### src/rtl/counter_timer_param.sv
// Parametrised counter/timer: prescaler, input capture, chain strobe.
// One block serves as standalone timer or any word of a chained counter.
module counter_timer_param #(
  parameter int WIDTH = 32,
  parameter int PRE_W = 16
) (
  input  logic               clkin,
  input  logic               resetn,
  input  logic               reg_cfg_we,
  input  logic [15:0]        reg_cfg_di,
  output logic [15:0]        reg_cfg_do,
  input  logic [WIDTH/8-1:0] reg_val_we,
  input  logic [WIDTH-1:0]   reg_val_di,
  output logic [WIDTH-1:0]   reg_val_do,
  input  logic [WIDTH/8-1:0] reg_dat_we,
  input  logic [WIDTH-1:0]   reg_dat_di,
  output logic [WIDTH-1:0]   reg_dat_do,
  input  logic               reg_pre_we,
  input  logic [PRE_W-1:0]   reg_pre_di,
  output logic [PRE_W-1:0]   reg_pre_do,
  output logic [WIDTH-1:0]   reg_cap_do,
  input  logic               capture_in,
  input  logic               enable_in,
  input  logic               count_in,
  input  logic               stop_in,
  output logic               enable_out,
  output logic               strobe_out,
  output logic               stop_out,
  output logic               irq_out
);

  localparam int NB = WIDTH / 8;

  typedef enum logic [1:0] {IDLE, LOAD, RUN, DONE} state_t;

  state_t state, state_nxt;

  logic [7:0]       cfg;
  logic             cap_flag;
  logic [WIDTH-1:0] value_reset;
  logic [WIDTH-1:0] value_cur;
  logic [WIDTH-1:0] cap_val;
  logic [PRE_W-1:0] pre_div;
  logic [PRE_W-1:0] pre_cnt;
  logic             strobe_q;
  logic             irq_q;
  logic [2:0]       cap_sync;

  logic [WIDTH-1:0] val_merged;
  logic [WIDTH-1:0] dat_merged;
  logic             loc_enable;
  logic             dat_wr;
  logic             en_clr;
  logic             pre_hit;
  logic             tick_raw;
  logic             tick;
  logic             terminal;
  logic             term_tick;
  logic             cap_seen;
  logic             cap_hit;
  logic             in_run;
  logic             in_load;
  logic             unused_ok;

  assign unused_ok = ^{reg_cfg_di[15:10], reg_cfg_di[8]};

  assign loc_enable = cfg[0] & (~cfg[3] | enable_in);
  assign dat_wr     = |reg_dat_we;
  assign en_clr     = reg_cfg_we & ~reg_cfg_di[0];
  assign pre_hit    = pre_cnt == pre_div;
  assign tick_raw   = cfg[3] ? (count_in & ~stop_in) : pre_hit;
  // A data write or an enable-clearing config write swallows the tick
  assign tick       = in_run & loc_enable & tick_raw & ~dat_wr & ~en_clr;
  assign terminal   = cfg[2] ? (value_cur == value_reset)
                             : (value_cur == '0);
  assign term_tick  = tick & terminal;
  assign cap_seen   = cfg[6] ? (~cap_sync[1] & cap_sync[2])
                             : (cap_sync[1] & ~cap_sync[2]);
  assign cap_hit    = cfg[5] & cap_seen;

  always_comb begin
    val_merged = value_reset;
    dat_merged = value_cur;
    for (int i = 0; i < NB; i++) begin
      if (reg_val_we[i]) val_merged[8*i +: 8] = reg_val_di[8*i +: 8];
      if (reg_dat_we[i]) dat_merged[8*i +: 8] = reg_dat_di[8*i +: 8];
    end
  end

  always_ff @(posedge clkin or negedge resetn) begin
    if (!resetn) state <= IDLE;
    else         state <= state_nxt;
  end

  always_comb begin
    state_nxt = state;
    if (!loc_enable) begin
      state_nxt = IDLE;
    end else begin
      unique case (state)
        IDLE: state_nxt = LOAD;
        LOAD: state_nxt = RUN;
        RUN:  if (term_tick && cfg[1]) state_nxt = DONE;
        DONE: if (dat_wr) state_nxt = RUN;
      endcase
    end
  end

  always_comb begin
    in_run   = state == RUN;
    in_load  = state == LOAD;
    stop_out = state == DONE;
  end

  always_ff @(posedge clkin or negedge resetn) begin
    if (!resetn) begin
      cfg         <= '0;
      cap_flag    <= 1'b0;
      value_reset <= '0;
      value_cur   <= '0;
      cap_val     <= '0;
      pre_div     <= '0;
      pre_cnt     <= '0;
      strobe_q    <= 1'b0;
      irq_q       <= 1'b0;
      cap_sync    <= '0;
    end else begin
      if (reg_cfg_we) cfg <= reg_cfg_di[7:0];
      if (reg_pre_we) pre_div <= reg_pre_di;
      value_reset <= val_merged;
      cap_sync    <= {cap_sync[1:0], capture_in};

      if (dat_wr) begin
        value_cur <= dat_merged;
      end else if (in_load) begin
        value_cur <= cfg[2] ? '0 : value_reset;
      end else if (term_tick) begin
        if (!cfg[1]) value_cur <= cfg[2] ? '0 : value_reset;
      end else if (tick) begin
        value_cur <= cfg[2] ? value_cur + WIDTH'(1)
                            : value_cur - WIDTH'(1);
      end

      if (!in_run || cfg[3] || dat_wr || pre_hit) pre_cnt <= '0;
      else                                        pre_cnt <= pre_cnt + PRE_W'(1);

      strobe_q <= term_tick;
      irq_q    <= (term_tick & cfg[4]) | (cap_hit & cfg[7]);

      if (cap_hit) cap_val <= value_cur;
      // Set beats clear when both land in the same cycle
      if (cap_hit)                          cap_flag <= 1'b1;
      else if (reg_cfg_we && reg_cfg_di[9]) cap_flag <= 1'b0;
    end
  end

  assign reg_cfg_do = {6'b0, cap_flag, stop_out, cfg};
  assign reg_val_do = value_reset;
  assign reg_dat_do = value_cur;
  assign reg_pre_do = pre_div;
  assign reg_cap_do = cap_val;
  assign enable_out = cfg[0];
  assign strobe_out = strobe_q;
  assign irq_out    = irq_q;

endmodule

### config.mk
export PLATFORM = sky130hd
export DESIGN_NAME = counter_timer_param
export DESIGN_NICKNAME = d
export VERILOG_FILES = /design/src/rtl/counter_timer_param.sv
export SDC_FILE = /design/constraint.sdc
export NUM_CORES = 1
export LEC_CHECK = 0
export ABC_AREA = 1
export ABC_CLOCK_PERIOD_IN_PS = 10490
export BUFFER_PORTS_ARGS = -buffer_cell sky130_fd_sc_hd__buf_2
export CAP_MARGIN = 20
export CORE_UTILIZATION = 45
export DETAILED_ROUTE_END_ITERATION = 10
export PLACE_DENSITY_LB_ADDON = 0.05
export SYNTH_ARGS = -nofsm -noshare
export SYNTH_HDL_FRONTEND = slang
export SYNTH_SLANG_ARGS = --single-unit
### constraint.sdc
create_clock -name clkin -period 10.49 [get_ports clkin]
set_input_delay 1.049 -clock clkin [delete_from_list [all_inputs] [get_ports clkin]]
set_output_delay 1.049 -clock clkin [all_outputs]
set_load 0.01 [all_outputs]
# == Word-level counts from Yosys, hierarchy flattened ==
# Index checks and enable logic that the tools add are counted.
# op_classes
add_sub_neg,3
eq_ne,12
mux,21
bitwise,22
reduce_logical,16
# ops
operator,n
two-way mux 32 bit,7
"adder 32 x 1 -> 32 bit, second input constant",1
equality test 32 bit,1
zero test 32 bit,1
two-way mux 8 bit,4
"subtractor 32 x 1 -> 32 bit, second input constant",1
"adder 16 x 1 -> 16 bit, second input constant",1
equality test 16 bit,1
two-way mux 16 bit,1
AND 1 bit,13
AND reduction 3 bit,4
"!= test 2 bit, second input constant",4
case mux 2 bit (4 select lines),1
inverter 1 bit,7
two-way mux 2 bit,3
"!= test 3 x 2 -> 1 bit, second input constant",2
two-way mux 1 bit,5
"equality test 2 bit, second input constant",2
"!= test 4 x 3 -> 1 bit, second input constant",1
nonzero test 4 bit,1
OR reduction 4 bit,1
logical OR 1 bit,3
"equality test 2 x 1 -> 1 bit, second input constant",1
logical AND 1 bit,2
other kinds (5),6
# word_totals
out_inout_bits,132
ff_bits,144
wordCells,91
inputBits,112

# == Logic depth before layout (Yosys ltp) ==
# Gate-level depths: netlist of the first run.
# logic_depth
ltp_word,12
depth_mapped,19
depth_no_buf,17

# == Worst setup path before layout of the first run ==
# Ideal clock, no wire load.
# synth_path
path_kind,register -> register
startpoint,reg cfg[2]
endpoint,"reg value_cur[31], in the netlist reg_dat_do[31]"
stages_incl_launch_ff,19
synth_period_minus_slack_ns,3.380
path_slack_ns,7.110
t_arrival_ns,3.264
required_time_ns,10.374
setup_ns,0.116
path_buffers,2
path_cell_list,dfrtp_1 buf_4 inv_2 clkbuf_1 ha_1 or2_2 and2_1 nand2_1 nand2_1 nand2_1 nand2_1 nand2_1 nand2_1 nand2_1 nand2_1 nand3_1 nand3_1 nand2_1 nand2_1
# synth_via
elab_chain_cells,5
word_cells_on_any_way,12
cone_classes,eq/ne (1); mux (8); bitwise (1); reduce/logical (2)
# synth_lines
item,line,rtl
"start, declared",38,logic [7:0] cfg;
"start signal, assigned",128,if (reg_cfg_we) cfg <= reg_cfg_di[7:0];
two-way mux 32 bit (tied with other cells),140,value_cur <= cfg[2] ? value_cur + WIDTH'(1)
two-way mux 32 bit (tied with other cells),139,end else if (tick) begin
two-way mux 32 bit,137,end else if (term_tick) begin
two-way mux 32 bit,135,end else if (in_load) begin
two-way mux 32 bit,133,if (dat_wr) begin
"end signal, assigned",134,value_cur <= dat_merged;
"end signal, assigned",136,value_cur <= cfg[2] ? '0 : value_reset;
"end signal, assigned",138,if (!cfg[1]) value_cur <= cfg[2] ? '0 : value_reset;
"end, declared",41,logic [WIDTH-1:0] value_cur;
# Several ways; a longest one is shown, not always the timed one. The select of a mux whose other input is x is not followed.
# A chain may end at the register's enable or synchronous reset.

# == Worst setup path after layout of the first run ==
# layout_path
startpoint,reg cfg[2]
endpoint,"reg value_cur[6], in the netlist reg_dat_do[6]"
# Same word-level chain as after synthesis.

==> impl_metrics.yaml, run 1 <==
synth:
  syn_inst: 1575
  syn-mean-instance-area_sq_um: 6.51
  ys_ff_latch: 144
  synth_ff_type: "dfrtp_1"
  yosysUniqueCellTypes: 45
  synth_compound_area_share_pct: 9.05
  ys_async_sr_fraction_pct: 100
  ys_seq_area_share_pct: 35.1
  yosys.area_share.simple_pct: 37.0
  synthAdderAreaFrac_pct: 3.98
  synth-warning-count: 0
  synth_edf_count: 0
  syn_area_sq_um: 10300
  synthMuxAreaShare_pct: 0.220
  synth_top_family_by_area: "simple AND/OR/NAND/NOR gates"
  synth-xor-area-share_pct: 2.31
placed_design:
  gp_congestion: 0.921
  hpwl_um: 25200
  io_buffer_count: 230
  preCtsSetupSlack_ns: 7.00
sta:
  post-route-period-util_pct: 30.1
  setup-violations-final: 0
  layout_setup_ws_ns: 7.34
  worstMarginPinSlew_ns: 0.912
  setup_tns_ns: 0
  fin_skew_ns: 0.0137
  rsz0062_at_grt: "no"
  hold_viol: 0
  post-route-min-period_ns: 3.15
  relSlewSlack_pct: 39.2
  finalMaxSlewViolations: 0
  fmax_mhz: 317
cts:
  ctsLongestPathBuffers: 2
  cts.htree.levels: 4
  clk_pin_slew_worst_paths_ns: 0.07
  clock-sinks: 144
  cts_setup_buffers: 0
  cts_hold_buf: 0
  ctsResizeCount: 0
  clkLatencyLatePin_ns: 0.43
  cts_buffers: 17
  tritoncts: "built"
  cts_root_buf: "clkbuf_16"
worst_setup_path:
  critPathLaunchType: "flop"
  timing.rr.start: "cfg[2]"
  timing.rr.end: "reg_dat_do[6]"
  crit_slowest_cell: "inv_2"
  crit_arrival_ns: 3.52
  crit_path_end_kind: "flop"
  cp_common_cell: "nand2_1"
  worst-path-max-fanout: 42
  cp-endpoint: "reg_dat_do[6]"
  r2r_setup_slack_ns: 7.34
  crit_start: "cfg[2]"
  path_cells: "inv_2 > nand4_1 > nor3_1 > nand4_1 > nand2_2 > nand2_4 > nand2_4 > nand2_1 > nand2_1 > nand2_1 > a21oi_2"
  slowest_delay_ns: 0.63
  path_class: "reg2reg"
  required_ns: 10.86
  r2r_cells: 11
pwr:
  total_power_mw: 2.04
  swShare_pct: 40.2
  p_switching_uw: 821
  ir_drop_v: 0.000122
  p_int_mw: 1.22
  leakage_nw: 6.90
  pwr_density_cell_nw_per_um2: 168
  seq_power_share_pct: 34.4
  pwr-share-clk_pct: 31.3
  comb_power_share_pct: 34.2
route:
  routed-via-count: 10470
  ant_nets: 0
  dr.pass1.iters: 5
  drtIter0Drc: 766
  post_drt_wl_per_cell_um: 15.8
  via_per_inst: 5.04
  routed_wirelength_um: 32700
  remaining_drc_errors: 0
die:
  core-area_sq_um: 22100
  die_w_um: 153
  die-height_um: 153
  io_pins: 244
  initial_core_util_pct: 46.4
  dieArea_sq_um: 23400
  rows: 54
grt:
  antenna_found_initial: 0
  grt_overflow: 0
  grt_max_degree: 96
  grt_pass1_vias: 9750
  grt_pass1_wl_um: 52200
  gr-usage-all-layers_pct: 28.8
layout:
  insertedDiodeCount: 0
  final_nets: 1927
  drive_gt1_share_pct: 19.4
  areaGrowthSynthToFinish_pct: 18.3
outcome:
  outcome: "finished, final reports clean"
run:
  cap_violations: 0
worst_hold_path:
  worstHoldPathType: "reg2reg"
==> through the flow <==
step                      instance area [sq um]  utilization, %  hold slack (ns)  cells
after floorplan                           10300               -            0.331   1580
after global placement                    11500            52.2            0.336   2044
after detailed placement                  11500            52.2            0.339   2044
after CTS                                 12100            54.9            0.355   2076
after global routing                      12100            54.9            0.367   2076
final                                     12100            54.9            0.353   2076
==> worst min-delay path by stage <==
stage	startpoint	end	slack [ns]	depth (start not counted)
global placement	cap_sync[0]	cap_sync[1]	0.34	0
finish	cap_sync[0]	cap_sync[1]	0.35	0
global route	cap_sync[0]	cap_sync[1]	0.37	0
detailed placement	cap_sync[0]	cap_sync[1]	0.34	0
floorplan	cap_sync[0]	cap_sync[1]	0.33	0
CTS	cap_sync[0]	cap_sync[1]	0.36	0
==> layer usage <==
metal  GRT usage [%]  vias up  routed length [um]  part of all wire, %
li1                -     5256                   -                    -
met1            41.9     4779               15200                   46
met2            43.5      396               14200                   43
met3            5.02       39                2700                  8.3
met4            8.42        0                 663                  2.0
met5               0        -                   0                    0
==> cell type report <==
type | count | area, sq um
Fill cell | 2241 | 9960
Multi-Input combinational cell | 1127 | 5410
Sequential cell | 144 | 3600
Timing Repair Buffer | 235 | 1190
Inverter | 258 | 973
Clock buffer | 18 | 439
Tap cell | 280 | 350
Clock inverter | 14 | 165
==> sequential cells by signal, indices dropped and copies added, names as in the netlist <==
name / cells
cap_flag: 1
cap_sync: 3
cfg: 8
irq_out: 1
pre_cnt: 16
reg_cap_do: 32
reg_dat_do: 32
reg_pre_do: 16
reg_val_do: 32
state: 2
strobe_out: 1
==> synthesized netlist by cell type, types with 2 or more instances <==
master	n	area (sq um)
nor2_1	177	664
nor3_1	16	80.1
dfrtp_1	144	3600
inv_2	17	63.8
a21boi_1	7	52.6
o21ai_0	94	470
nor4_1	3	18.8
o21bai_1	4	30.0
o21ai_1	2	10.0
nand2_4	3	33.8
o22ai_1	2	12.5
a21oi_1	28	140
nand4_1	17	106
buf_2	4	20.0
clkbuf_1	28	105
mux2_2	2	22.5
a21oi_2	11	96.3
and2_1	4	25.0
nor3_2	5	50.1
buf_4	13	97.6
a21boi_2	3	33.8
a21o_1	3	22.5
a21boi_0	3	22.5
xnor2_1	8	70.1
nand2_2	9	56.3
nand3_1	90	450
inv_1	239	897
ha_1	31	388
xor2_1	19	166
nand2_1	544	2040
nand3_4	5	87.6
nor2_2	22	138
buf_6	6	67.6
==> cells in the final DEF (no fill, tap or decap), types with 9 or more instances in the layout <==
cell	n
inv_2	17
a21oi_2	11
nand2_2	9
inv_1	239
nor2_2	22
nand2_1	544
dfrtp_1	144
clkbuf_16	17
a21oi_1	28
nand3_1	90
xor2_1	19
buf_2	229
o21ai_0	94
nor3_1	16
nand4_1	17
nor2_1	177
ha_1	31
==> worst max-delay path, delay by kind of cell, from the launching register on <==
| family | cells | cell delay (ns) |
|---|---|---|
| compound gates | 1 | 0.14 |
| simple gates | 9 | 1.91 |
| flops | 1 | 0.39 |
| buf+inv | 1 | 0.63 |
==> cells by family after synthesis <==
family	Yosys count
other cells	1
flops	144
simple gates	900
buf+inv	309
xor+xnor	27
fa+ha+maj	32
compound gates	160
mux	2
==> power groups by stage <==
stage	combinational [mW]	sequential, mW	clock (mW)
2_1_floorplan	0.426	0.719	0
3_3_place_gp	0.686	0.711	0
3_5_place_dp	0.692	0.709	0
4_1_cts	0.697	0.700	0.645
5_1_grt	0.788	0.710	0.667
6_report	0.699	0.703	0.640
Power figures use the tool's default switching activity.
==> inputs of run 2 (changes only) <==
- ABC_CLOCK_PERIOD_IN_PS: 10490 -> 3250
- clock period: 10.49 -> 3.25 ns (I/O delays scaled with it)
==> run 2 against run 1 <==
Against the previous run: die area unchanged; clock skew about the same; cell count increased by 0.34%; combinational power rose to 3.3 times the previous value; largest power group is now combinational logic; core utilization is 0.54 points higher; critical path type unchanged; sequential cell count unchanged; sequential power rose to 3.2 times the previous value; critical endpoint is now reg_dat_do[24].
==> impl_metrics.yaml, run 2 (same netlist as run 1, synthesis figures left out) <==
placed_design:
  io_buffer_count: 230
  dpl_cell_area_sq_um: 11600
  gp_congestion: 0.933
  hpwl_um: 25800
grt:
  gr-usage-all-layers_pct: 28.6
  grt_pass1_wl_um: 52100
  grt_overflow: 0
  antenna_found_initial: 0
  grt_max_degree: 81
  grt_pass1_vias: 9698
pwr:
  total_power_mw: 6.74
  ir_drop_v: 0.000365
  pwr_density_cell_nw_per_um2: 550
  leakage_nw: 6.96
worst_hold_path:
  hold_depth: 3
  worstHoldPathType: "in2reg"
layout:
  layout_commonest_cell: "nand2_1"
  fill_cells: 2257
  stdcell_area_sq_um: 12300
  insertedDiodeCount: 0
  final_cell_mix: "nand2_1, inv_1, buf_2"
  areaGrowthSynthToFinish_pct: 19.5
  final_nets: 1934
  drive_gt1_share_pct: 19.6
route:
  wl_met2_um: 14300
  met3_length_um: 2390
  routed.top_layer: "met4"
  remaining_drc_errors: 0
  routed-via-count: 10481
  routed_wirelength_um: 33000
  ant_nets: 0
  drtIter0Drc: 811
  dr.pass1.iters: 7
  post_drt_wl_per_cell_um: 15.9
  drt-met1-wl_um: 15700
  via_per_inst: 5.03
die:
  die-height_um: 153
  core-area_sq_um: 22100
  rows: 54
  initial_core_util_pct: 46.4
  die_w_um: 153
  dieArea_sq_um: 23400
  io_pins: 244
worst_setup_path:
  crit_slowest_cell: "dfrtp_1"
  path_class: "reg2reg"
  critPathLaunchType: "flop"
  r2r_cells: 12
  crit_buf_inv: 2
  crit_path_end_kind: "flop"
  worst_path_dominant_cell_family: "simple AND/OR/NAND/NOR gates"
  worst-path-stages: 12
  slowest_delay_ns: 0.39
  required_ns: 3.61
  worst-path-max-fanout: 36
  crit_arrival_ns: 3.18
  path_cells: "inv_2 > buf_4 > nand4_1 > nor3_1 > nand4_1 > nand2_2 > nand2_4 > nand2_4 > nand3_1 > nand3_1 > nand2_1 > nand2_1"
cts:
  clkLatencyLatePin_ns: 0.43
  ctsLongestPathBuffers: 2
  cts_setup_buffers: 0
  cts.htree.levels: 4
  cts_root_buf: "clkbuf_16"
  cts_buffers: 17
  tritoncts: "built"
  clk_pin_slew_worst_paths_ns: 0.07
  clock-sinks: 144
sta:
  setup-violations-final: 0
  setup_tns_ns: 0
  hold_viol: 0
  post-route-min-period_ns: 2.82
  relSlewSlack_pct: 46.2
  hold_ws_ns: 0.0992
  finalMaxSlewViolations: 0
  fin_skew_ns: 0.0141
  worstMarginPinSlew_ns: 0.807
  fmax_mhz: 354
  post-route-period-util_pct: 86.8
  rsz0062_at_grt: "no"
run:
  cap_violations: 0
outcome:
  outcome: "finished, final reports clean"
-- run 2: report_power, final --
group          internal, mW  switching, mW
registers              2.02          0.254
logic                 0.813           1.47
clock network          1.26          0.925
-- run 2: area by class of cell --
type | count | area (sq um) | share of cell area [%]
multi-input combinational | 1127 | 5410 | 44.1
sequential | 144 | 3600 | 29.4
timing repair buffer | 242 | 1280 | 10.4
inverter | 258 | 973 | 7.94
clock buffer | 17 | 425 | 3.47
tap | 280 | 350 | 2.86
clock inverter | 15 | 216 | 1.77
-- run 2: worst reg2reg max path, stage by stage, from the launching register on --
cell     delay (ns)
dfrtp_1        0.39
inv_2          0.23
buf_4          0.27
nand4_1        0.11
nor3_1         0.21
nand4_1        0.14
nand2_2        0.31
nand2_4        0.34
nand2_4        0.36
nand3_1        0.18
nand3_1        0.10
nand2_1        0.06
nand2_1        0.06
-- run 2: what timing repair did --
action	4_1_cts	5_1_grt
resized for setup	0	0
hold buffers	2	0
hold endpoints to repair	16	0
-- run 2: path summary, 6_finish.rpt --
| kind | start | endpoint | slack [ns] |
|---|---|---|---|
| min in group asynchronous | resetn | reg_pre_do[7] | 0.52 |
| worst max-delay path | cfg[2] | reg_dat_do[24] | 0.43 |
| worst min register to register | cap_sync[0] | cap_sync[1] | 0.36 |
| max in group asynchronous | resetn | reg_val_do[3] | 1.93 |
| worst max register to register | cfg[2] | reg_dat_do[24] | 0.43 |
| worst min-delay path | reg_val_di[1] | reg_val_do[1] | 0.1 |
-- run 2: layer usage --
layer	track usage, %	vias to the layer above
met5	0	-
met2	44.0	388
li1	-	5260
met4	7.65	0
met1	41.3	4793
met3	5.22	40
-- run 2: per-stage QoR --
step	util [%]	setup WS [ns]	cells
2_1_floorplan	-	0.397	1580
3_3_place_gp	52.5	0.552	2049
3_5_place_dp	52.5	0.503	2049
4_1_cts	55.5	0.482	2083
5_1_grt	55.5	0.233	2083
6_report	55.5	0.428	2083
==> inputs of run 3 (changes only) <==
- BUFFER_PORTS_ARGS: -buffer_cell sky130_fd_sc_hd__buf_2 -> unset
- DONT_BUFFER_PORTS: unset -> 1
- SETUP_SLACK_MARGIN: unset -> 0.2
==> run 3 against run 2 <==
Against the previous run: the run now ends with negative hold slack left; clock skew increased by 0.0042 ns; sequential cell count unchanged; sequential share of layout area increased by 3.0 points; hold slack got worse by 0.52 ns; die area unchanged; critical path type unchanged; via count decreased by 8.3%; sequential power increased by 7%; setup slack improved by 0.038 ns; global-route usage decreased by 0.26 points; highest routed layer unchanged; combinational power decreased by 20%; cell count decreased by 11%; clock power decreased by 9.2%.
==> impl_metrics.yaml, run 3 (same netlist as run 1, synthesis figures left out) <==
sta:
  hold_ws_ns: -0.419
  setup_tns_ns: 0
  rsz0062_at_grt: "no"
  relSlewSlack_pct: 57.0
  finalMaxSlewViolations: 0
  post-route-period-util_pct: 85.7
  layout_setup_ws_ns: 0.466
  fmax_mhz: 359
  post-route-min-period_ns: 2.78
  fin_skew_ns: 0.0183
  worstMarginPinSlew_ns: 0.644
  setup-violations-final: 0
  hold_viol: 144
cts:
  clock-sinks: 144
  cts_buffers: 17
  cts_hold_buf: 10
  tritoncts: "built"
  ctsLongestPathBuffers: 2
  cts_setup_buffers: 0
  cts_root_buf: "clkbuf_16"
  clkLatencyLatePin_ns: 0.44
  clk_pin_slew_worst_paths_ns: 0.07
  cts.htree.levels: 4
layout:
  finalNonFillerCells: 1860
  register_area_sq_um: 3600
  post-route-util_pct: 50.3
  fill_cells: 2307
  final_cell_mix: "nand2_1, inv_1, nor2_1"
  areaGrowthSynthToFinish_pct: 8.29
  stdcell_area_sq_um: 11100
  layout_commonest_cell: "nand2_1"
  multiInputGateArea_sq_um: 5420
  final_nets: 1710
  drive_gt1_share_pct: 7.66
run:
  cap_violations: 0
route:
  drtIter0Drc: 685
  routed_wirelength_um: 32600
  routed-via-count: 9612
  remaining_drc_errors: 0
  ant_nets: 0
  post_drt_wl_per_cell_um: 17.5
  via_per_inst: 5.17
  dr.pass1.iters: 6
worst_setup_path:
  crit_arrival_ns: 3.15
  crit_path_end_kind: "flop"
  required_ns: 3.61
  worst-path-max-fanout: 7
  critPathLaunchType: "flop"
  path_class: "reg2reg"
placed_design:
  io_buffer_count: 0
  dpl_cell_area_sq_um: 10400
  hpwl_um: 24800
  placedCellCount: 1817
  preCtsSetupSlack_ns: 0.492
  gp_congestion: 0.950
pwr:
  p_switching_mw: 2.50
  seq_power_share_pct: 38.9
  swShare_pct: 40.0
  leakage_nw: 6.01
  comb_power_share_pct: 29.3
  ir_drop_v: 0.000333
  total_power_mw: 6.24
  pwr-share-clk_pct: 31.8
  pwr_density_cell_nw_per_um2: 562
  p_int_mw: 3.75
grt:
  antenna_found_initial: 1
  grt_max_degree: 145
  gr-usage-all-layers_pct: 28.4
  grt_pass1_wl_um: 50900
  grt_overflow: 0
  grt_pass1_vias: 9249
die:
  rows: 54
  io_pins: 244
  initial_core_util_pct: 46.4
  dieArea_sq_um: 23400
  die-height_um: 153
  core-area_sq_um: 22100
  die_w_um: 153
outcome:
  outcome: "finished with violations"
  violations: "negative hold slack"
worst_hold_path:
  worstHoldPathType: "in2async"
[run 3: changes by cell type in the layout (fill, tap and decap cells not counted), moves of 2 or more]
| cell | change |
|---|---|
| bufinv_16 | -2 |
| dlygate4sd3_1 | +8 |
| clkinv_4 | +4 |
| inv_8 | -3 |
| buf_2 | -229 |
[run 3: final timing paths]
| kind | from | end | slack, ns | cells past startpoint |
|---|---|---|---|---|
| setup / recovery | reg_dat_do[0] | reg_dat_do[28] | 0.47 | 15 |
| hold / removal | resetn | reg_pre_do[6] | -0.42 | 0 |
| setup reg to reg | reg_dat_do[0] | reg_dat_do[28] | 0.47 | 15 |
| hold reg to reg | cap_sync[0] | cap_sync[1] | 0.34 | 0 |
| max in group asynchronous | resetn | reg_val_do[12] | 3.29 | 0 |
| min in group clkin | reg_cfg_we | cfg[6] | 0.01 | 1 |
[run 3: repair_timing]
action                                 in CTS  in global routing
setup endpoints to repair                   0                 17
resized for setup                           0                  1
endpoints found under the hold margin     183                144
[run 3: critical path, cell delays in order (launching register included)]
cell	delay [ns]
dfrtp_1	0.60
inv_2	0.13
fa_1	0.50
inv_1	0.12
nand3_1	0.08
nand3_1	0.22
nand2_1	0.09
nand3_1	0.13
nand2_1	0.12
nand2_1	0.08
nand2_1	0.04
nand2_1	0.12
nand3_1	0.15
nand2_1	0.12
nand2_1	0.05
a21oi_1	0.14
[run 3: final cells by class]
cell class	instances	share of cell area [%]
well taps	280	3.15
diodes	1	0.0225
clock buffers	18	3.95
inverters	258	8.76
flip-flops and latches	144	32.4
clock inverters	14	1.34
multi-input cells	1127	48.8
repair buffers	18	1.55
[run 3: power by group through the flow]
stage / clock network (mW) / registers [mW] / logic (mW)
final: 1.98 / 2.43 / 1.83
after global routing: 2.07 / 2.46 / 2.08
after CTS: 2.02 / 2.42 / 1.81
after detailed placement: 0 / 2.46 / 1.77
after global placement: 0 / 2.46 / 1.76
after floorplan: 0 / 2.32 / 1.37
[run 3: metal layers]
metal  wire length [um]  up-vias  track usage (%)
met4                878        0             9.96
met3               2850       53             7.43
met5                  0        -                0
met2              14100      342             42.9
li1                   -     4807                -
met1              14800     4410             39.1
